**src/rtl/fb_arb_pkg.sv**
```systemverilog
// Shared types and frame-buffer defaults for the write-port arbiter.
package fb_arb_pkg;

  typedef enum logic [1:0] {
    IDLE    = 2'd0,
    GRANT   = 2'd1,
    RELEASE = 2'd2
  } arb_state_t;

  localparam int FB_ADDR_W      = 18;
  localparam int FB_DATA_W      = 32;
  localparam int FB_PIXEL_COUNT = 76800;

endpackage

```
**src/rtl/fb_write_arbiter_rr_pick.sv**
```systemverilog
// Round-robin first-set search starting just above ptr, wrapping; combinational.
// No state, no backpressure.
module rr_pick #(
  parameter int N = 4
) (
  input  logic [N-1:0]         req,
  input  logic [$clog2(N)-1:0] ptr,
  output logic                 valid,
  output logic [$clog2(N)-1:0] index
);

  localparam int IW = $clog2(N);

  logic [2*N-1:0] dbl;
  logic [N-1:0]   rot;
  int             base;
  int             pos;

  always_comb begin
    base  = (int'(ptr) + 1 >= N) ? 0 : int'(ptr) + 1;
    // Rotating a doubled copy puts the search start at bit 0.
    dbl   = {req, req} >> base;
    rot   = dbl[N-1:0];
    valid = 1'b0;
    pos   = 0;
    for (int i = 0; i < N; i++) begin
      if (!valid && rot[i]) begin
        valid = 1'b1;
        pos   = base + i;
      end
    end
    if (pos >= N) pos = pos - N;
    index = IW'(pos);
  end

endmodule

```
**src/rtl/fb_write_arbiter.sv**
```systemverilog
// Round-robin owner of the frame-buffer write port; one register stage to mem_*.
// mem_busy pauses the owner combinationally; others stay paused. Watchdog: FB_ARB_WATCHDOG_EN.
module fb_write_arbiter
  import fb_arb_pkg::*;
#(
  parameter int NUM_CLIENTS     = 4,
  parameter int ADDR_W          = FB_ADDR_W,
  parameter int DATA_W          = FB_DATA_W,
  parameter int WATCHDOG_CYCLES = 131072
) (
  input  logic                           clk,
  input  logic                           reset_n,
  input  logic [NUM_CLIENTS-1:0]         req,
  output logic [NUM_CLIENTS-1:0]         client_enable,
  output logic [NUM_CLIENTS-1:0]         client_pause,
  input  logic [NUM_CLIENTS-1:0]         client_done,
  input  logic [NUM_CLIENTS*ADDR_W-1:0]  client_addr,
  input  logic [NUM_CLIENTS*DATA_W-1:0]  client_data_write,
  input  logic [NUM_CLIENTS-1:0]         client_wren,
  input  logic                           mem_busy,
  output logic [ADDR_W-1:0]              mem_addr,
  output logic [DATA_W-1:0]              mem_data_write,
  output logic                           mem_wren,
  output logic [$clog2(NUM_CLIENTS)-1:0] grant_id,
  output logic                           busy,
  output logic [NUM_CLIENTS-1:0]         job_done,
  output logic [NUM_CLIENTS-1:0]         fault
);

  localparam int IW = $clog2(NUM_CLIENTS);

  arb_state_t    state;
  logic [IW-1:0] ptr;
  logic          pick_vld;
  logic [IW-1:0] pick_idx;
  logic          timeout;

  rr_pick #(.N(NUM_CLIENTS)) u_pick (
    .req   (req),
    .ptr   (ptr),
    .valid (pick_vld),
    .index (pick_idx)
  );

  always_comb begin
    client_pause = '1;
    if (state == GRANT) client_pause[grant_id] = mem_busy;
  end

  assign busy = (state != IDLE);

  always_ff @(posedge clk or negedge reset_n) begin
    if (!reset_n) begin
      state          <= IDLE;
      ptr            <= IW'(NUM_CLIENTS - 1);
      grant_id       <= '0;
      client_enable  <= '0;
      job_done       <= '0;
      mem_addr       <= '0;
      mem_data_write <= '0;
      mem_wren       <= 1'b0;
    end else begin
      job_done <= '0;
      mem_wren <= 1'b0;
      case (state)
        IDLE: begin
          if (pick_vld) begin
            grant_id                <= pick_idx;
            client_enable[pick_idx] <= 1'b1;
            state                   <= GRANT;
          end
        end
        GRANT: begin
          // A stalled cycle writes nothing; the paused client re-presents the same word.
          mem_wren <= client_wren[grant_id] & ~mem_busy;
          if (!mem_busy) begin
            mem_addr       <= client_addr[int'(grant_id)*ADDR_W +: ADDR_W];
            mem_data_write <= client_data_write[int'(grant_id)*DATA_W +: DATA_W];
          end
          if (client_done[grant_id]) begin
            client_enable[grant_id] <= 1'b0;
            job_done[grant_id]      <= 1'b1;
            ptr                     <= grant_id;
            state                   <= RELEASE;
          end else if (timeout) begin
            client_enable[grant_id] <= 1'b0;
            ptr                     <= grant_id;
            state                   <= RELEASE;
          end
        end
        RELEASE: begin
          if (!client_done[grant_id]) state <= IDLE;
        end
        default: state <= IDLE;
      endcase
    end
  end

`ifdef FB_ARB_WATCHDOG_EN
  localparam int WDW = $clog2(WATCHDOG_CYCLES + 1);

  logic [WDW-1:0] wd_cnt;

  // Counter value equals GRANT cycles already completed; the last one fires.
  assign timeout = (state == GRANT) && !client_done[grant_id] &&
                   (wd_cnt == WDW'(WATCHDOG_CYCLES - 1));

  always_ff @(posedge clk or negedge reset_n) begin
    if (!reset_n) begin
      wd_cnt <= '0;
      fault  <= '0;
    end else begin
      if (state != GRANT) wd_cnt <= '0;
      else                wd_cnt <= wd_cnt + 1'b1;
      if (timeout) fault[grant_id] <= 1'b1;
    end
  end
`else
  logic wd_cfg_unused;

  assign wd_cfg_unused = (WATCHDOG_CYCLES == 0);
  assign timeout       = 1'b0;
  assign fault         = '0;
`endif

endmodule
```
**config.mk**
```make
export PLATFORM = sky130hd
export DESIGN_NAME = fb_write_arbiter
export DESIGN_NICKNAME = d
export VERILOG_FILES = /design/src/rtl/fb_arb_pkg.sv /design/src/rtl/fb_write_arbiter_rr_pick.sv /design/src/rtl/fb_write_arbiter.sv
export SDC_FILE = /design/constraint.sdc
export NUM_CORES = 1
export LEC_CHECK = 0
export CAP_MARGIN = 20
export CORE_UTILIZATION = 32
export CTS_CLUSTER_SIZE = 10
export DETAILED_ROUTE_END_ITERATION = 6
export GPL_ROUTABILITY_DRIVEN = 0
export PLACE_DENSITY = 0.79
export SYNTH_ARGS = -nofsm -noshare
export SYNTH_HDL_FRONTEND = slang
export SYNTH_SLANG_ARGS = --single-unit
```
**constraint.sdc**
```tcl
create_clock -name clk -period 1.8 [get_ports clk]
set_clock_uncertainty 0.2 [all_clocks]
set_input_delay 0.36 -clock clk [delete_from_list [all_inputs] [get_ports clk]]
set_output_delay 0.36 -clock clk [all_outputs]
set_load 0.005 [all_outputs]
```
==> results.cfg, run 1 <==
[sta]
fin_ws_ns = -0.152
setup_viol = 59
finalHoldViolations = 0
rsz0062_at_grt = true
fmax_ghz = 0.512
hold-worst-slack_ns = 0.305
slew_viol_final = 0
min_period_ns = 1.95
period_share = 1.08

[logic_synthesis]
synthMostInstantiatedCell = dfrtp_1
yosys_warnings = 0
synth-edff-count = 0
syn_area_um2 = 3920
synth_simple_gate_area_frac = 0.0361
synth_top_family_by_area = multiplexers
synth_common_cells = dfrtp_1 (63), mux2_2 (53), mux4_2 (52), buf_4 (10)
synth_xor_area_frac = 0
seq_area_frac_synth = 0.416
yosysTopAreaCellShare = 0.403
postSynthCellCount = 244
synthAdderAreaFrac = 0.00319
synth.largest_area_cell = dfrtp_1
synth_compound_area_frac = 0.0428
synth_seq_cells = 65
ys_types = 35
synth_area_leaders = dfrtp_1 (40%), mux4_2 (30%), mux2_2 (15%)
async_reset_ff_frac = 1.00
yosys-mux-area-fraction = 0.451
avgSynthCellArea_um2 = 16.1
synth_ff_type = dfrtp_1

[grt]
met1_usage = 0.218
overflow = 0
top_usage_layer = met2
grt_util_met3 = 0.0653
grt_usage = 0.211
antenna_found_initial = 1
first_global_vias = 3936
grt_max_degree = 33
grt_pass1_wl_mm = 20.2
use_met2 = 0.403

[critical_path]
path_cells = buf_6, buf_6, mux4_2, nand2b_4, mux2_4
crit_required_ns = 1.84
crit_top_cell = buf_6
rr_endpoint = ptr[0]$_DFFE_PN1P_
worstReg2RegStart = grant_id[0]$_DFFE_PN0P_
reg2reg_depth = 5
crit_end = ptr[0]$_DFFE_PN1P_
cp_max_fo = 5
worstSetupStartpoint = grant_id[0]$_DFFE_PN0P_
reg2reg_slack_ns = -0.15
end_kind = flop
startpoint_type = flop
worst-setup-path-type = reg -> reg
max_stage_delay_ns = 0.50
cp.arrival_ns = 1.99
cp_slowest_cell = dfrtp_4

[placement]
dp_hpwl_mm = 10.4
port_buffers = 280

[floorplanning]
fp.dieH_um = 113
core_region_area_um2 = 12000
ioPinCount = 285
die-area_um2 = 12700
initial_core_util = 0.327
rows = 40
die_x_um = 113

[clock_network]
cts_max_path_buffers = 2
clk_pin_slew_worst_paths_ns = 0.06
clock_sinks = 65
insertion_delay_ns = 0.32
htreeDepth = 3
cts-root-buf = clkbuf_16
numCtsBuffers = 9
tritoncts = built

[power]
power_density_nw_per_um2 = 1430
irDropWorstVdd_uv = 863
power.leakage_uw = 0.00306

[layout]
utilization = 0.643
drive_gt1_frac = 0.345
syn_to_final_growth_pct = 96.5
n_antenna_cell = 0
nets = 776

[route]
via_count = 3561
drc = 0
vias_per_cell = 5.00
ant_nets = 0
firstDrtPassIters = 5
routed_wl_mm = 13.8
avgRoutedWirePerCell_um = 19.3
drt_iter0_markers = 83

[worst_hold_path]
holdCritPathClass = reg -> reg

[run]
drv_cap = 0

[outcome]
status = finished, violations left
violations = setup timing
==> area by class of cell <==
| type | count | area [um2] |
|---|---|---|
| well taps | 147 | 184 |
| clock buffers | 12 | 246 |
| fillers | 922 | 4270 |
| inverters | 6 | 22.5 |
| flip-flops and latches | 65 | 1640 |
| multi-input cells | 153 | 2230 |
| clock inverters | 4 | 20.0 |
| repair buffers | 325 | 3360 |
==> sequential cells by signal, summed over array words and instances, names as in the netlist <==
register / cells
ptr: 2
mem_addr: 18
mem_data_write: 32
job_done: 4
client_enable: 4
state: 2
mem_wren: 1
grant_id: 2
==> timing repair <==
action                     4_1_cts  5_1_grt
setup buffers                   11        3
pin swaps                        8        6
gates cloned                     1        5
setup endpoints to repair       62       75
resized for setup               45       24
hold endpoints to repair        19        0
hold buffers                     1        0
==> cells by family after synthesis <==
family,Yosys count
other,1
flip-flops,65
buffers and inverters,29
multiplexers,105
AND/OR/NAND/NOR,22
adder cells (fa/ha/maj),1
AO/OA/AOI/OAI,21
==> how the worst min path moves through the flow <==
stage / cells past startpoint / to / startpoint
2_1_floorplan: 0 / client_enable[0]$_DFFE_PN0P_ / reset_n
3_3_place_gp: 1 / mem_data_write[19]$_DFFE_PN0P_ / reset_n
3_5_place_dp: 1 / mem_data_write[19]$_DFFE_PN0P_ / reset_n
4_1_cts: 2 / mem_data_write[15]$_DFFE_PN0P_ / reset_n
5_1_grt: 1 / mem_addr[0]$_DFFE_PN0P_ / mem_addr[0]$_DFFE_PN0P_
6_report: 1 / mem_data_write[15]$_DFFE_PN0P_ / mem_data_write[15]$_DFFE_PN0P_
==> critical path, delay by kind of cell (launching register included) <==
| family | cells | cell delay, ns |
|---|---|---|
| mux | 2 | 0.78 |
| simple gates | 1 | 0.15 |
| buf+inv | 2 | 0.26 |
| flops | 1 | 0.50 |
==> layer usage <==
layer,share of wire,vias up
li1,-,1594
met5,0.00095,-
met2,0.55,181
met1,0.35,1774
met3,0.082,10
met4,0.0092,2
==> per-stage QoR <==
stage	instances	area [um2]	TNS [ns]	setup WS (ns)	total power (uW)
6_report	712	7690	-4.51	-0.152	11000
5_1_grt	712	7690	-7.13	-0.181	11700
4_1_cts	704	7470	-5.07	-0.147	10700
3_5_place_dp	675	7010	-18.08	-0.362	8650
3_3_place_gp	675	7010	-15.84	-0.315	8460
2_1_floorplan	247	3940	-0.0417	-0.0209	5820
==> report_power, final <==
part / switching, uW / internal (uW)
Sequential: 423 / 2220
Clock: 570 / 958
Combinational: 2380 / 4470
==> cells in the final DEF (no fill, tap or decap), drive strengths merged, types with 3 or more instances in the layout <==
master           n
conb             4
mux4            52
buf             45
dfrtp           63
nand2b           4
clkinv           4
dlymetal6s2s     4
a21boi           3
mux2            53
nor3             3
nor2             5
clkdlybuf4s50  269
clkbuf          16
o21ai            4
inv              6
No activity file was read; power rests on OpenSTA's default activity.
==> inputs of run 2 (changes only) <==
- SYNTH_HIERARCHICAL: not set -> 1
==> run 2 against run 1 <==
  * The flow still finishes with violations (setup timing)
  * Area after synthesis hardly changed
  * Clock-buffer cell count is 2 higher
  * First-iteration DRC count is 2.4% lower
  * Critical path type is now reg -> out
  * Wire length is 1.7% lower
  * Flip-flop and latch count stayed put
  * Final cell count is 0.70% higher
  * Critical path depth stayed put
  * Design area is 2.0% higher
==> results.cfg, run 2 <==
[outcome]
status = finished, violations left
violations = setup timing

[critical_path]
worst-setup-path-type = reg -> out
cp_slowest_cell = dfrtp_4
crit_required_ns = 1.24
max_stage_delay_ns = 0.52
startpoint_type = flop
cp_max_fo = 4
cp.arrival_ns = 1.37
path_cells = buf_12, buf_6, nor2_4, nand2_2, buf_2
end_kind = primary output

[logic_synthesis]
synth_seq_cells = 65
syn_area_um2 = 3910
synth_simple_gate_area_frac = 0.0508
yosys_warnings = 6
seq_area_frac_synth = 0.416
synth_area_leaders = dfrtp_1 (40%), mux4_2 (27%), mux2_2 (15%)
synthAdderAreaFrac = 0.00320
avgSynthCellArea_um2 = 15.7
synth_common_cells = dfrtp_1 (63), mux2_2 (51), mux4_2 (47), buf_4 (9), nand2_1 (7)
synth-edff-count = 0
synth_xor_area_frac = 0
yosysTopAreaCellShare = 0.403
synthMostInstantiatedCell = dfrtp_1
synth.largest_area_cell = dfrtp_1
synth_ff_type = dfrtp_1
synth_compound_area_frac = 0.0288
postSynthCellCount = 250
ys_types = 40
yosys-mux-area-fraction = 0.452
synth_top_family_by_area = multiplexers
async_reset_ff_frac = 1.00

[sta]
slew_viol_final = 0
period_share = 1.07
fmax_ghz = 0.518
fin_ws_ns = -0.130
rsz0062_at_grt = true
min_period_ns = 1.93
finalHoldViolations = 0
setup_viol = 58

[layout]
top_register = mem_data_write
syn_to_final_growth_pct = 101
mostFrequentLayoutCell = clkdlybuf4s50_1
drive_gt1_frac = 0.335
n_antenna_cell = 0
nets = 781
largestRegisters = mem_data_write x32, mem_addr x18
largest_register_ffs = 32
final_cell_mix = clkdlybuf4s50_1 (263), dfrtp_1 (60), mux4_2 (51)
finalNonFillerCells = 717

[floorplanning]
die_x_um = 113
ioPinCount = 285
fp.dieH_um = 113
die-area_um2 = 12700
rows = 40
initial_core_util = 0.327
core_region_area_um2 = 12000

[grt]
grt_max_degree = 66
grt_usage = 0.211
grt_pass1_wl_mm = 20.3
first_global_vias = 3825
overflow = 0
antenna_found_initial = 0

[route]
routed_wl_mm = 13.5
firstDrtPassIters = 4
avgRoutedWirePerCell_um = 18.8
drc = 0
drt_iter0_markers = 81
via_count = 3552
ant_nets = 0
vias_per_cell = 4.95

[placement]
dp_hpwl_mm = 9.91
port_buffers = 280
dp_slack_ns = -0.318
dp.cells = 680

[clock_network]
numCtsBuffers = 9
clk_pin_slew_worst_paths_ns = 0.05
htreeDepth = 3
tritoncts = built
insertion_delay_ns = 0.32
cts_max_path_buffers = 2
cts-root-buf = clkbuf_16
clock_sinks = 65

[power]
power_density_nw_per_um2 = 1480
power.leakage_uw = 0.00319
irDropWorstVdd_uv = 919

[worst_hold_path]
holdCritPathClass = reg -> reg

[run]
drv_cap = 0
-- run 2: cell types whose count changed after synthesis, moves of 3 or more --
cell and delta:
mux4_2 -5, nand2_1 +6, mux2i_1 +3, mux4_1 +4
-- run 2: kinds of logic after synthesis --
logic type	count (synthesis)
mux	105
flops	65
simple gates	33
buf+inv	28
compound gates	17
fa+ha+maj	1
other cells	1
-- run 2: stage by stage --
stage | cell area, um2 | TNS (ns) | total power (uW) | hold WS, ns | utilization
2_1_floorplan | 3930 | -0.0633 | 5620 | -0.136 | -
3_3_place_gp | 7020 | -11.24 | 8300 | 0.198 | 0.587
3_5_place_dp | 7020 | -12.67 | 8450 | 0.202 | 0.587
4_1_cts | 7680 | -4.37 | 11400 | 0.305 | 0.642
5_1_grt | 7850 | -5.80 | 12300 | 0.312 | 0.656
6_report | 7850 | -3.24 | 11600 | 0.301 | 0.656
-- run 2: worst max-delay path, delay by kind of cell, from the launching register on --
family,cells,cell delay [ns]
buf+inv,3,0.38
flops,1,0.52
simple gates,2,0.15
-- run 2: path summary, 6_finish.rpt --
kind / to / slack [ns] / startpoint / depth (start not counted)
worst min register to register: client_enable[2]$_DFFE_PN0P_ / 0.30 / client_enable[2]$_DFFE_PN0P_ / 2
min in group asynchronous: state[1]$_DFFE_PN0P_ / 0.39 / reset_n / 3
max in group asynchronous: grant_id[0]$_DFFE_PN0P_ / 0.71 / reset_n / 3
worst max register to register: mem_data_write[13]$_DFFE_PN0P_ / -0.12 / grant_id[0]$_DFFE_PN0P_ / 5
worst max-delay path: client_pause[0] / -0.13 / grant_id[0]$_DFFE_PN0P_ / 5
worst min-delay path: client_enable[2]$_DFFE_PN0P_ / 0.30 / client_enable[2]$_DFFE_PN0P_ / 2
-- run 2: layout make-up --
| type | count | area [um2] |
|---|---|---|
| multi-input cells | 160 | 2290 |
| flip-flops and latches | 65 | 1640 |
| well taps | 147 | 184 |
| clock inverters | 2 | 60.1 |
| clock buffers | 14 | 274 |
| fillers | 884 | 4110 |
| repair buffers | 324 | 3390 |
| inverters | 5 | 18.8 |
-- run 2: where the power goes --
| group | leakage [uW] | total [uW] | switching, uW | internal (uW) |
|---|---|---|---|---|
| registers | 0.000768 | 2650 | 440 | 2210 |
| clock network | 0.000163 | 1930 | 601 | 1330 |
| logic | 0.00226 | 7030 | 2380 | 4650 |
| total | 0.00319 | 11600 | 3420 | 8190 |
-- run 2: timing repair --
action	CTS	global route
endpoints found under the setup margin	57	70
endpoints found under the hold margin	63	0
pin swaps	5	6
cloned	4	2
hold buffers	1	0
setup buffers	13	4
gates resized for setup	63	39
-- run 2: per-layer routing --
metal / track usage / share of wire
met1: 0.234 / 0.37
met2: 0.387 / 0.53
met3: 0.0697 / 0.086
met4: 0.0542 / 0.012
met5: 0 / 0
